File: src/rtl/ram_arbiter.sv
// ============================================================================
// ram_arbiter : round-robin, burst-bounded arbiter for a single-port word RAM
// Rev 1.0
// ============================================================================
`default_nettype none

module ram_arbiter #(
  parameter int ADDR_W    = 32,
  parameter int DATA_W    = 32,
  parameter int BURST_MAX = 4
) (
  input  logic              clk,
  input  logic              rst,
  input  logic              m0_req_i,
  input  logic              m0_we_i,
  input  logic [ADDR_W-1:0] m0_addr_i,
  input  logic [DATA_W-1:0] m0_data_i,
  output logic              m0_gnt_o,
  output logic              m0_rvalid_o,
  output logic [DATA_W-1:0] m0_data_o,
  input  logic              m1_req_i,
  input  logic              m1_we_i,
  input  logic [ADDR_W-1:0] m1_addr_i,
  input  logic [DATA_W-1:0] m1_data_i,
  output logic              m1_gnt_o,
  output logic              m1_rvalid_o,
  output logic [DATA_W-1:0] m1_data_o,
  output logic              ram_we_o,
  output logic [ADDR_W-1:0] ram_addr_o,
  output logic [DATA_W-1:0] ram_data_o,
  input  logic [DATA_W-1:0] ram_data_i
);

  localparam int              CNT_W   = $clog2(BURST_MAX + 1);
  localparam logic [CNT_W-1:0] C_BURST = CNT_W'(BURST_MAX);

  logic              owner_q, owner_d;
  logic [CNT_W-1:0]  cnt_q, cnt_d;
  logic              rvalid0_q, rvalid0_d, rvalid1_q, rvalid1_d;
  logic [DATA_W-1:0] data0_q, data0_d, data1_q, data1_d;
  logic              w_gnt0, w_gnt1;

  always_comb begin
    w_gnt0 = 1'b0;
    w_gnt1 = 1'b0;
    if (m0_req_i && m1_req_i) begin
      // Owner keeps the RAM until its burst budget is spent.
      if (cnt_q < C_BURST) begin
        w_gnt0 = ~owner_q;
        w_gnt1 = owner_q;
      end else begin
        w_gnt0 = owner_q;
        w_gnt1 = ~owner_q;
      end
    end else begin
      w_gnt0 = m0_req_i;
      w_gnt1 = m1_req_i;
    end
  end

  always_comb begin
    ram_we_o   = 1'b0;
    ram_addr_o = '0;
    ram_data_o = '0;
    if (w_gnt0) begin
      ram_we_o   = m0_we_i;
      ram_addr_o = m0_addr_i;
      ram_data_o = m0_data_i;
    end else if (w_gnt1) begin
      ram_we_o   = m1_we_i;
      ram_addr_o = m1_addr_i;
      ram_data_o = m1_data_i;
    end
  end

  always_comb begin
    owner_d = owner_q;
    cnt_d   = cnt_q;
    if (!w_gnt0 && !w_gnt1) begin
      cnt_d = '0;
    end else if (w_gnt1 == owner_q) begin
      cnt_d = (cnt_q == C_BURST) ? cnt_q : cnt_q + CNT_W'(1);
    end else begin
      owner_d = w_gnt1;
      cnt_d   = CNT_W'(1);
    end
    rvalid0_d = w_gnt0 & ~m0_we_i;
    rvalid1_d = w_gnt1 & ~m1_we_i;
    data0_d   = rvalid0_d ? ram_data_i : data0_q;
    data1_d   = rvalid1_d ? ram_data_i : data1_q;
  end

  always_ff @(posedge clk or posedge rst) begin
    if (rst) begin
      owner_q   <= 1'b0;
      cnt_q     <= '0;
      rvalid0_q <= 1'b0;
      rvalid1_q <= 1'b0;
      data0_q   <= '0;
      data1_q   <= '0;
    end else begin
      owner_q   <= owner_d;
      cnt_q     <= cnt_d;
      rvalid0_q <= rvalid0_d;
      rvalid1_q <= rvalid1_d;
      data0_q   <= data0_d;
      data1_q   <= data1_d;
    end
  end

  assign m0_gnt_o    = w_gnt0;
  assign m1_gnt_o    = w_gnt1;
  assign m0_rvalid_o = rvalid0_q;
  assign m1_rvalid_o = rvalid1_q;
  assign m0_data_o   = data0_q;
  assign m1_data_o   = data1_q;

endmodule

`default_nettype wire

File: config.mk
export PLATFORM = sky130hd
export DESIGN_NAME = ram_arbiter
export DESIGN_NICKNAME = d
export VERILOG_FILES = /design/src/rtl/ram_arbiter.sv
export SDC_FILE = /design/constraint.sdc
export NUM_CORES = 1
export LEC_CHECK = 0
export ABC_AREA = 1
export ABC_CLOCK_PERIOD_IN_PS = 2700
export CORE_AREA = 2 2 117 119
export CTS_BUF_LIST = sky130_fd_sc_hd__clkbuf_2
export DETAILED_ROUTE_END_ITERATION = 8
export DIE_AREA = 0 0 119 121
export PLACE_DENSITY = 0.69
export SLEW_MARGIN = 20
export SYNTH_ARGS = -nofsm -noshare
export SYNTH_HDL_FRONTEND = slang
export SYNTH_SLANG_ARGS = --single-unit
File: constraint.sdc
create_clock -name clk -period 2.7 [get_ports clk]
set_input_delay 0.405 -clock clk [delete_from_list [all_inputs] [get_ports clk]]
set_output_delay 0.405 -clock clk [all_outputs]
set_load 0.01 [all_outputs]
==> results.yml <==
cts:
  clockBufferDepth: 2
  cts_tree: "built"
  cts_buffers: 9
  clockRootBuffer: "clkbuf_2"
  cts.sinks: 70
  path_clk_slew_ns: 0.19
  cts-htree-levels: 3
  clock_latency_ns: 0.53
  ctsHoldBuffers: 0
sta:
  max-slew-margin-rel_pct: 45.0
  timing.final.crit_share_pct: 94.7
  hold_viol: 0
  max_freq_mhz: 391
  layout_min_cycle_time_ns: 2.56
  rsz0062_at_grt: "no"
  tns_ns: 0
  finalSetupViolations: 0
  maxSlewViolCount: 0
  worst_pin_slew_ns: 0.822
  skew_ns: 0.0190
grt:
  grt_pass1_wl_mm: 24.7
  antenna_found_initial: 2
  grt_pass1_vias: 4259
  grt.total_usage_pct: 22.6
  grt.overflow.total: 0
  grt_max_degree: 71
placement:
  hpwl_mm: 12.8
  finalWeightedCongestion: 0.904
  dp.cells: 990
  portBuffers: 298
critical_path:
  max_stage_delay_ns: 0.56
  cp_slowest_cell: "clkdlybuf4s50_1"
  worst_setup_path_end_kind: "primary output"
  critPathKind: "flip-flop to primary output"
  path_cells: "inv_1 > nand2_1 > nand2_1 > o21ai_4 > inv_4 > buf_6 > clkdlybuf4s50_1"
  path_common_cell: "nand2_1"
  start_kind: "flip-flop"
  crit_fanout: 15
  critPathBufInv: 4
  cpLargestDelayFamily: "buffers and inverters"
  crit_required_ns: 2.30
  crit_arrival_ns: 2.15
logic_synthesis:
  synth_top_cell_by_area: "dfrtp_1"
  ys_warn_count: 0
  synth.ff_latch_count: 70
  synth_nets: 693
  syn_inst: 525
  synth_top_area_share_pct: 47.9
  synth_area_mm2: 0.00365
  ys_seq_area_share_pct: 47.9
  syn_avg_cell_area_um2: 6.96
  yosys.cell_types.count: 19
  synthTopCellsByArea: "dfrtp_1, nand2_1, o21ai_0, buf_6, buf_2"
drt:
  drc_errors: 0
  met2WireLength_mm: 7.89
  vias_per_cell: 4.38
  dr_wl_met3_mm: 1.49
  drtIter0Drc: 346
  wire_per_inst_um: 16.6
  routed_wl_mm: 16.7
  met1_length_mm: 6.93
  top_layer_used: "met4"
  postRouteAntennaNets: 0
  first_pass_iters: 4
  vias: 4433
finish:
  most-common-layout-cells: "nand2_1, clkdlybuf4s50_1, dfrtp_1, dlygate4sd2_1, o21ai_0"
  n_fill_cell: 1263
  fin_nets: 997
  layout-drive-gt1-share_pct: 7.32
  layout_commonest_cell: "nand2_1"
  multi_input_area_mm2: 0.00167
  final_cell_count_no_fill: 1011
  area_growth_syn_to_layout_pct: 89.9
  register_area_mm2: 0.00175
run:
  maxCapViolations: 0
power_and_ir_drop:
  leakage_nw: 3.57
  peakVddDrop_v: 0.000412
  p_per_area_mw_per_mm2: 611
  p_total_mw: 4.24
floorplanning:
  die_x_um: 119
  start_util_pct: 27.9
  fp.dieH_um: 121
  dieArea_mm2: 0.0144
  ios: 299
  placeableCoreArea_mm2: 0.0131
  rows: 42
run_status:
  status: "completed"
worst_hold_path:
  hp-class: "primary input to asynchronous set/reset pin"
## registers in the layout, indices dropped and copies added, names as in the netlist
name         cells
owner_q          1
cnt_q            3
m1_rvalid_o      1
m0_data_o       32
m1_data_o       32
m0_rvalid_o      1
## final timing paths
kind | startpoint | endpoint | slack (ns) | cells past startpoint
max | owner_q | m1_gnt_o | 0.14 | 7
min reg2reg | m1_data_o[18] | m1_data_o[18] | 0.49 | 2
min | rst | m0_data_o[13] | 0.25 | 3
max in group asynchronous | rst | cnt_q[2] | 2.14 | 3
max reg2reg | owner_q | m0_data_o[3] | 0.58 | 9
min in group clk | ram_data_i[6] | m1_data_o[6] | 0.40 | 3
## worst min-delay path: stages
cell and delay, ns:
clkdlybuf4s50_1 0.41, inv_2 0.07, buf_12 0.33
## cell families after synthesis
group | after synthesis | share of synthesized area [%]
buffers and inverters | 41 | 6.34
flip-flops | 70 | 47.9
AND/OR/NAND/NOR | 372 | 38.9
AO/OA/AOI/OAI | 39 | 5.92
XOR/XNOR | 1 | 0.240
adder cells (fa/ha/maj) | 2 | 0.685
## synthesized netlist by cell type
library cell,number
a211oi_1,2
buf_2,14
buf_6,8
clkbuf_1,7
dfrtp_1,70
ha_1,2
inv_1,7
inv_2,5
nand2_1,363
nand2_2,1
nand2_4,1
nand3_1,3
nand4_1,1
nor2_1,2
nor2_4,1
o211ai_1,2
o21ai_0,34
o21ai_4,1
xnor2_1,1
## layer usage
metal	vias to the layer above	GRT usage, %
li1	2205	-
met1	1996	27.3
met2	209	38.0
met3	23	6.20
met4	0	9.67
met5	-	0
## power by group
group | leakage [nW] | switching (mW) | internal, mW
clock | 0.0697 | 0.351 | 0.222
sequential | 0.868 | 0.164 | 1.34
combinational | 2.63 | 1.01 | 1.15
total | 3.57 | 1.52 | 2.71
## repair_timing
action                     4_1_cts  5_1_grt
pin swaps                        0        0
setup endpoints to repair       67       13
resized for setup               72       25
setup buffers                    3        0
cloned                           1        0
## stage by stage
step	hold WS [ns]	cell area (um^2)	setup slack [ns]	utilization, %
global placement	0.460	6880	0.0742	52.6
detailed placement	0.464	6880	0.0508	52.6
CTS	0.252	6980	0.0461	53.3
finish	0.254	6940	0.142	53.0
global route	0.292	6940	0.0125	53.0
floorplan	0.501	3650	0.527	-
## final cells by class
| class | instances | area share, % |
|---|---|---|
| timing repair buffer | 322 | 45.2 |
| sequential | 70 | 25.3 |
| multi-input combinational | 414 | 24.1 |
| tap | 176 | 3.17 |
| clock buffer | 13 | 0.938 |
| inverter | 12 | 0.757 |
| clock inverter | 2 | 0.487 |
| antenna | 2 | 0.0721 |
No activity file was read; power rests on OpenSTA's default activity.
